File: config.mk
export PLATFORM = sky130hd
export DESIGN_NAME = if_stage
export DESIGN_NICKNAME = d
export VERILOG_FILES = /design/src/rtl/rv_pkg.sv /design/src/rtl/sync_fifo.sv /design/src/rtl/if_stage.sv
export SDC_FILE = /design/constraint.sdc
export NUM_CORES = 1
export LEC_CHECK = 0
export CAP_MARGIN = 30
export CORE_ASPECT_RATIO = 0.75
export CORE_MARGIN = 2
export CORE_UTILIZATION = 46
export CTS_BUF_LIST = sky130_fd_sc_hd__clkbuf_16
export CTS_CLUSTER_DIAMETER = 60
export DETAILED_ROUTE_END_ITERATION = 10
export PLACE_DENSITY = 0.77
export SKIP_LAST_GASP = 1
export SLEW_MARGIN = 15
export SYNTH_ARGS = -nofsm -noshare
export SYNTH_HDL_FRONTEND = slang
export SYNTH_SLANG_ARGS = --single-unit
File: constraint.sdc
create_clock -name clk -period 3.24 [get_ports clk]
set_input_delay 0.972 -clock clk [delete_from_list [all_inputs] [get_ports clk]]
set_output_delay 0.972 -clock clk [all_outputs]
set_load 0.05 [all_outputs]
File: src/rtl/rv_pkg.sv
// Shared RV32I core constants and the fetch-stage state encoding.
package rv_pkg;
  localparam int XLEN = 32;
  localparam int ILEN = 32;

  // RUN: fetching; DRAIN: discarding stale responses; FAULT: parked on a misaligned target
  typedef enum logic [1:0] {RUN, DRAIN, FAULT} state_e;
endpackage

File: src/rtl/sync_fifo.sv
// Single-clock FIFO with occupancy count and synchronous flush.
// DEPTH must be a power of two so the pointers wrap naturally.
module sync_fifo #(
  parameter int WIDTH = 32,
  parameter int DEPTH = 2
) (
  input  logic                         clk,
  input  logic                         rst,
  input  logic                         flush,
  input  logic                         push,
  input  logic [WIDTH-1:0]             wdata,
  input  logic                         pop,
  output logic [WIDTH-1:0]             rdata,
  output logic [$clog2(DEPTH+1)-1:0]   count,
  output logic                         empty,
  output logic                         full
);
  localparam int AW = $clog2(DEPTH);
  localparam int CW = $clog2(DEPTH + 1);

  logic [WIDTH-1:0] mem [DEPTH];
  logic [AW-1:0]    wr_ptr, rd_ptr;
  logic             do_push, do_pop;

  assign empty   = (count == '0);
  assign full    = (count == CW'(DEPTH));
  assign do_push = push && !full;
  assign do_pop  = pop && !empty;
  assign rdata   = mem[rd_ptr];

  // Storage, pointers and count; flush drops everything and wins over push/pop
  always_ff @(posedge clk or negedge rst) begin
    if (!rst) begin
      wr_ptr <= '0;
      rd_ptr <= '0;
      count  <= '0;
      for (int i = 0; i < DEPTH; i++) mem[i] <= '0;
    end else if (flush) begin
      wr_ptr <= '0;
      rd_ptr <= '0;
      count  <= '0;
    end else begin
      if (do_push) begin
        mem[wr_ptr] <= wdata;
        wr_ptr      <= wr_ptr + AW'(1);
      end
      if (do_pop) rd_ptr <= rd_ptr + AW'(1);
      count <= count + CW'(do_push) - CW'(do_pop);
    end
  end
endmodule

File: src/rtl/if_stage.sv
// RV32I instruction-fetch stage: issues in-order word fetches from pc_current,
// pairs each returned word with its PC and hands the pair to decode.
// Optional IF_MISALIGN_TRAP_EN: misaligned redirect targets park the stage in
// FAULT and expose fetch_fault/fault_pc; otherwise the low PC bits are masked.
module if_stage import rv_pkg::*; #(
  parameter int XLEN  = rv_pkg::XLEN,
  parameter int DEPTH = 2
) (
  input  logic            clk,
  input  logic            rst,
  input  logic [XLEN-1:0] pc_current,
  output logic [XLEN-1:0] pc_next,
  input  logic            redirect_valid,
  input  logic [XLEN-1:0] redirect_pc,
  output logic            imem_req_valid,
  input  logic            imem_req_ready,
  output logic [XLEN-1:0] imem_req_addr,
  input  logic            imem_resp_valid,
  input  logic [ILEN-1:0] imem_resp_data,
  output logic            if_valid,
  input  logic            if_ready,
  output logic [ILEN-1:0] if_instr,
  output logic [XLEN-1:0] if_pc
`ifdef IF_MISALIGN_TRAP_EN
  ,
  output logic            fetch_fault,
  output logic [XLEN-1:0] fault_pc
`endif
);
  localparam int CW = $clog2(DEPTH + 1);

  state_e                 state;
  logic [CW-1:0]          inflight, out_count, inflight_after;
  logic [CW:0]            occupancy;
  logic                   accept, out_push, out_pop;
  logic                   out_empty, out_full, pend_empty, pend_full;
  logic [XLEN-1:0]        pend_head;
  logic [XLEN+ILEN-1:0]   out_head;
`ifdef IF_MISALIGN_TRAP_EN
  logic                   fault_pend;
  logic                   misalign;
  assign misalign = |redirect_pc[1:0];
`endif

  // Capacity uses registered counts only, so every issued fetch is guaranteed a buffer slot
  assign occupancy      = {1'b0, inflight} + {1'b0, out_count};
  assign imem_req_valid = rst && (state == RUN) && (occupancy < (CW+1)'(DEPTH)) && !redirect_valid;
  assign imem_req_addr  = {pc_current[XLEN-1:2], 2'b00};
  assign accept         = imem_req_valid && imem_req_ready;
  assign pc_next        = redirect_valid ? redirect_pc :
                          accept         ? pc_current + XLEN'(4) : pc_current;
  // No request is accepted while redirecting or draining, so only the response matters here
  assign inflight_after = inflight - CW'(imem_resp_valid);

  assign out_push = imem_resp_valid && (state == RUN);
  assign if_valid = !out_empty;
  assign out_pop  = if_valid && if_ready;
  assign if_instr = if_valid ? out_head[ILEN-1:0] : '0;
  assign if_pc    = if_valid ? out_head[XLEN+ILEN-1:ILEN] : '0;

  sync_fifo #(.WIDTH(XLEN), .DEPTH(DEPTH)) u_pend_pc (
    .clk(clk), .rst(rst), .flush(1'b0),
    .push(accept), .wdata(pc_current),
    .pop(imem_resp_valid), .rdata(pend_head),
    .count(inflight), .empty(pend_empty), .full(pend_full)
  );

  sync_fifo #(.WIDTH(XLEN + ILEN), .DEPTH(DEPTH)) u_out_buf (
    .clk(clk), .rst(rst), .flush(redirect_valid),
    .push(out_push), .wdata({pend_head, imem_resp_data}),
    .pop(out_pop), .rdata(out_head),
    .count(out_count), .empty(out_empty), .full(out_full)
  );

  // Redirect/drain control: stale responses are discarded until the in-flight count hits zero
  always_ff @(posedge clk or negedge rst) begin
    if (!rst) begin
      state       <= RUN;
`ifdef IF_MISALIGN_TRAP_EN
      fault_pend  <= 1'b0;
      fetch_fault <= 1'b0;
      fault_pc    <= '0;
`endif
    end else if (redirect_valid) begin
`ifdef IF_MISALIGN_TRAP_EN
      fault_pend  <= misalign;
      if (misalign) fault_pc <= redirect_pc;
      fetch_fault <= misalign && (inflight_after == '0);
      if (inflight_after != '0) state <= DRAIN;
      else                      state <= misalign ? FAULT : RUN;
`else
      state <= (inflight_after != '0) ? DRAIN : RUN;
`endif
    end else if (state == DRAIN && inflight_after == '0) begin
`ifdef IF_MISALIGN_TRAP_EN
      state       <= fault_pend ? FAULT : RUN;
      fetch_fault <= fault_pend;
`else
      state <= RUN;
`endif
    end
  end

  a_resp_has_pending: assert property (@(posedge clk) disable iff (!rst) imem_resp_valid |-> !pend_empty);
  a_no_accept_full:   assert property (@(posedge clk) disable iff (!rst) accept |-> !pend_full);
  a_no_push_full:     assert property (@(posedge clk) disable iff (!rst) out_push |-> !out_full);
endmodule

After elaboration in Yosys (flattened, before gate mapping)
Index checks and enable logic that the tools add are counted.
Cells by class
  equal/unequal tests: 3
  reduce and logical (&&, ||, !) cells: 27
  magnitude comparators: 7
  multiplexer cells: 24
  bitwise gates (word level): 5
  divide/modulo/power cells: 0
  shift operators: 0
  add/subtract/negate cells: 11
  $mul: 0
Operators with widths (number)
  $mux W32: 8
  $mux W64: 4
  $bwmux W128: 1
  $bwmux W64: 1
  $demux W64 S1: 1
  $add A32 B3 Y32 const B: 1
  $demux W32 S1: 1
  $logic_and A1 B1 Y1: 13
  $ge A2 B2 Y1 const B: 4
  $logic_not A2 Y1: 4
  $not A1 Y2: 4
  $reduce_bool A2 Y1: 4
  $mux W2: 3
  $sub A2 B1 Y2: 3
  $logic_not A1 Y1: 5
  $mux W1: 5
  $add A1 B1 Y1 const B: 4
  $add A2 B1 Y2: 2
  $eq A2 B2 Y1 const B: 2
  $lt A2 B1 Y1 const B: 2
  $add A2 B2 Y3: 1
  $lt A3 B2 Y1 const B: 1
  $eq A2 B1 Y1 const B: 1
  $reduce_and A2 Y1: 1
  $not A1 Y1: 1
Storage, ports and cells
  bits in latches: 0
  input bits: 102
  memory bits (read-only): 0
  output and inout bits: 130
  register bits: 202
  memories kept: 0
  logic and storage cells: 88
  memory bits (writable): 0

Longest topological paths before layout
  word-level depth: 8
  gate-level depth with buffers: 9
  depth with buffers taken out: 8

Hierarchy
Synthesis repeated with hierarchy kept, for this count alone.
Unflattened totals
  cells, all modules: 848
  area total of the unflattened synthesis: 10587.7 um^2
By module, submodules not included
  sync_fifo (u_out_buf): seq. area each 3303.2 um^2, instances 1, area each 5743.0 um^2, cells each 365
  sync_fifo (u_pend_pc): seq. area each 1701.6 um^2, instances 1, area each 2996.6 um^2, cells each 195
  if_stage: seq. area each 25.0 um^2, instances 1, area each 1848.0 um^2, cells each 288

Worst setup path after synthesis
Ideal clock, no wire load.
  path type: input port to output port
  start point: input port redirect_valid
  end point: output port pc_next[5]
  path slack: -0.996 ns
  buffers on the path: 0
  required time: 2.268 ns
  arrival: 3.264 ns
  stages: 5
  path through: or4b_4 nor2_4 and3_1 xnor2_1 o21ai_0
On the way
  cells in the longest elaborated chain, start to end: 5
RTL lines
  start: declaration: RTL line if_stage.sv:13  | input logic redirect_valid,
  $logic_not A1 Y1: RTL line if_stage.sv:47  | assign imem_req_valid = rst && (state == RUN) && (occupancy < (CW+1)'(DEPTH)) && !redirect_valid;
  $logic_and A1 B1 Y1: RTL line if_stage.sv:47
  named net imem_req_valid: RTL line if_stage.sv:15  | output logic imem_req_valid,
  $logic_and A1 B1 Y1: RTL line if_stage.sv:49  | assign accept = imem_req_valid && imem_req_ready;
  $mux W32: RTL line if_stage.sv:51  | accept ? pc_current + XLEN'(4) : pc_current;
  $mux W32: RTL line if_stage.sv:50  | assign pc_next = redirect_valid ? redirect_pc :
  end: declaration: RTL line if_stage.sv:12  | output logic [XLEN-1:0] pc_next,
The timed path passes the listed nets, and every way through them passes these cells.

Final worst setup path
  start point: register u_pend_pc.count[0]
  end point: output port pc_next[8]
On the way
  cells in the longest elaborated chain, start to end: 7
RTL lines
  start: declaration: RTL line sync_fifo.sv:14  | output logic [$clog2(DEPTH+1)-1:0] count,
  start signal: assignment: RTL line sync_fifo.sv:48  | count <= count + CW'(do_push) - CW'(do_pop);
  $add A2 B2 Y3: RTL line if_stage.sv:46  | assign occupancy = {1'b0, inflight} + {1'b0, out_count};
  $lt A3 B2 Y1: RTL line if_stage.sv:47
  $logic_and A1 B1 Y1 (2 in series): RTL line if_stage.sv:47
  $logic_and A1 B1 Y1: RTL line if_stage.sv:49
  $mux W32: RTL line if_stage.sv:51
  $mux W32: RTL line if_stage.sv:50
Every way passes these cells.

==> results.sh <==
export IMPL_synth_top_family_by_area="multiplexers"
export IMPL_io_pins=232
export IMPL_track_usage_pct=23.8
export IMPL_path_class="flip-flop to primary output"
export IMPL_clk_path_buf_depth=3
export IMPL_insertion_delay_ps=490
export IMPL_final_common_cell="dfrtp_1"
export IMPL_power_mw=12.6
export IMPL_synthArstFlopShare_pct=100
export IMPL_clk_pin_slew_ps=60
export IMPL_drv_cap=0
export IMPL_period_share_pct=123
export IMPL_whs_ps=479
export IMPL_cts_hold_buffers=0
export IMPL_routed_via_density=5.26
export IMPL_fin_cells=1475
export IMPL_ys_ff_latch=201
export IMPL_initial_core_util_pct=47.3
export IMPL_tritoncts="done"
export IMPL_grt_max_degree=76
export IMPL_layout_setup_ws_ps=-751
export IMPL_finalSetupViolCount=31
export IMPL_drtIter0Drc=671
export IMPL_worst_pin_slew_ps=868
export IMPL_synth_xor_area_share_pct=3.21
export IMPL_p_leak_nw=6.96
export IMPL_root_buffer="clkbuf_16"
export IMPL_drv_slew=0
export IMPL_ant_nets=0
export IMPL_fin_util_pct=70.2
export IMPL_p_per_area_mw_per_mm2=844
export IMPL_grt_pass1_wl_um=44100
export IMPL_numPortBuffers=229
export IMPL_netlist_area_mm2=0.0101
export IMPL_drive_gt1_share_pct=37.2
export IMPL_yosysWarnings=0
export IMPL_endpoint_kind="primary output"
export IMPL_final_nets=1281
export IMPL_crit_required_ps=2270
export IMPL_wire_per_inst_um=18.9
export IMPL_syn_inst=907
export IMPL_crit_chain="inv_2 -> nor2_4 -> fa_2 -> or4b_4 -> nor3_2 -> buf_4 -> nand3_1 -> xnor2_1 -> mux2_2 -> buf_6"
export IMPL_synth_edf_count=0
export IMPL_yosysSeqAreaShare_pct=49.8
export IMPL_fin_worst_skew_ps=16.8
export IMPL_hold_viol=0
export IMPL_dieArea_mm2=0.0232
export IMPL_vias=7764
export IMPL_htreeDepth=1
export IMPL_grt_pass1_vias=7934
export IMPL_area_delta_synth_final_pct=48.4
export IMPL_core_area_mm2=0.0214
export IMPL_dp_hpwl_um=19400
export IMPL_synthSimpleGateAreaFrac_pct=10.8
export IMPL_period_needed_ps=3990
export IMPL_cp_slowest_stage_delay_ps=520
export IMPL_nFillCells=1470
export IMPL_rows=46
export IMPL_antenna_cells=0
export IMPL_grt_overflow=0
export IMPL_status="finished, violations left"
export IMPL_antenna_found_initial=0
export IMPL_cts_sinks=201
export IMPL_die_height_um=132
export IMPL_clock_fmax_mhz=251
export IMPL_drc_errors=0
export IMPL_dp_cells=1429
export IMPL_synthMuxAreaShare_pct=25.0
export IMPL_synth_cell_types=42
export IMPL_ys_flop_type="dfrtp_1"
export IMPL_synth_compound_area_share_pct=4.97
export IMPL_ir_worst_vdd_mv=0.412
export IMPL_routed_wl_um=27900
export IMPL_violations="setup timing"
export IMPL_crit_slowest_cell="fa_2"
export IMPL_firstDrtPassIters=5
export IMPL_die_w_um=175
export IMPL_crit_fanout=3
export IMPL_yosys_area_share_adder_pct=0.694
export IMPL_start_kind="flip-flop"
export IMPL_cts_buffers=21
export IMPL_cp_arrival_ps=3020
export IMPL_hold_class="flip-flop to flip-flop"
export IMPL_slew_headroom_pct=42.1
export IMPL_place_congestion=0.827
export IMPL_syn_avg_cell_area_um2=11.1
export IMPL_most_common_layout_cells="dfrtp_1 (199), buf_4 (136), nor2_1 (103)"
export IMPL_rsz0062_at_grt="true"
-- logic make-up after synthesis --
group,after synthesis
AOI/OAI and AO/OA,97
xor gates and xnor gates,37
adders and majority gates,5
buffers and inverters,100
DFF,201
muxes,228
other,1
and+or+nand+nor,238
-- worst paths after layout --
path	cells past startpoint	slack [ps]	startpoint	to
worst max-delay path	10	-750	u_pend_pc.count[0]$_DFF_PN0_	pc_next[8]
worst min-delay path	2	480	u_out_buf.mem[32]$_DFFE_PN0P_	u_out_buf.mem[32]$_DFFE_PN0P_
worst max register to register	13	80	u_pend_pc.count[0]$_DFF_PN0_	u_pend_pc.mem[63]$_DFFE_PN0P_
worst min register to register	2	480	u_out_buf.mem[32]$_DFFE_PN0P_	u_out_buf.mem[32]$_DFFE_PN0P_
max in group asynchronous	4	1520	rst	u_out_buf.mem[122]$_DFFE_PN0P_
min in group asynchronous	3	490	rst	u_out_buf.wr_ptr$_DFFE_PN0P_
-- stage by stage --
stage                     worst slack [ps]  area, um^2  TNS [ps]
after floorplan                       -266       10500      -883
final                                 -751       15000    -20450
after global placement                -708       13800    -15940
after detailed placement              -727       13900    -16370
after CTS                             -739       14800    -20120
after global routing                  -856       15000    -23850
-- worst max-delay path: cells and delay by family (launching register included) --
kind / cells / cell delay [ps]
DFF: 1 / 390
adders and majority gates: 1 / 520
muxes: 1 / 270
xor gates and xnor gates: 1 / 140
buffers and inverters: 3 / 380
and+or+nand+nor: 4 / 830
-- final cells by class --
type / instances / area (um^2) / area share, %
clock buffer: 21 / 526 / 3.51
clock inverter: 15 / 67.6 / 0.451
inverter: 10 / 37.5 / 0.251
multi-input combinational: 607 / 5250 / 35.0
sequential: 201 / 5030 / 33.6
tap: 288 / 360 / 2.40
timing repair buffer: 333 / 3710 / 24.7
-- cells in the mapped netlist (2+ instances only) --
master / n / share of area [%]
nor2_1: 109 / 4.1
xnor2_1: 27 / 2.3
and4bb_2: 2 / 0.25
buf_6: 6 / 0.67
buf_1: 18 / 0.67
dfrtp_1: 201 / 50
a21oi_1: 32 / 1.6
o21ai_0: 61 / 3.0
nor4b_1: 2 / 0.17
mux2i_1: 98 / 9.7
xor2_1: 10 / 0.87
nor4_1: 9 / 0.56
ha_1: 4 / 0.50
nor2_4: 2 / 0.22
nand3_1: 8 / 0.40
nor3_1: 7 / 0.35
mux2_1: 34 / 3.8
clkbuf_1: 26 / 0.97
buf_4: 32 / 2.4
and4_1: 2 / 0.17
nand4_1: 7 / 0.43
mux2_4: 20 / 3.0
buf_2: 8 / 0.40
mux2_2: 76 / 8.5
and3_1: 8 / 0.50
nand2_1: 73 / 2.7
inv_1: 10 / 0.37
-- registers in the layout (all words and copies together) (netlist names), 2 cells and up --
| signal | flops |
|---|---|
| u_out_buf.count | 2 |
| u_pend_pc.mem | 64 |
| u_pend_pc.count | 2 |
| u_out_buf.mem | 128 |
-- per-layer routing --
metal	GRT usage, %	vias to the layer above	part of all wire (%)
li1	-	3621	-
met1	33.9	3876	45
met2	38.1	231	47
met3	4.67	36	6.0
met4	4.40	0	1.6
met5	0	-	0
-- repair_timing --
item,CTS,global route
resized for setup,81,25
buffers inserted,8,5
cloned,0,0
pin swaps,44,27
endpoints found under the setup margin,87,37
-- report_power, final --
group          leakage [nW]  internal [mW]  total [mW]  switching, mW
Sequential             2.56           3.73        4.48          0.752
Combinational          4.08           2.53        6.05           3.51
Clock                 0.317           1.17        2.12          0.944
(Power assumes the default switching activity.)
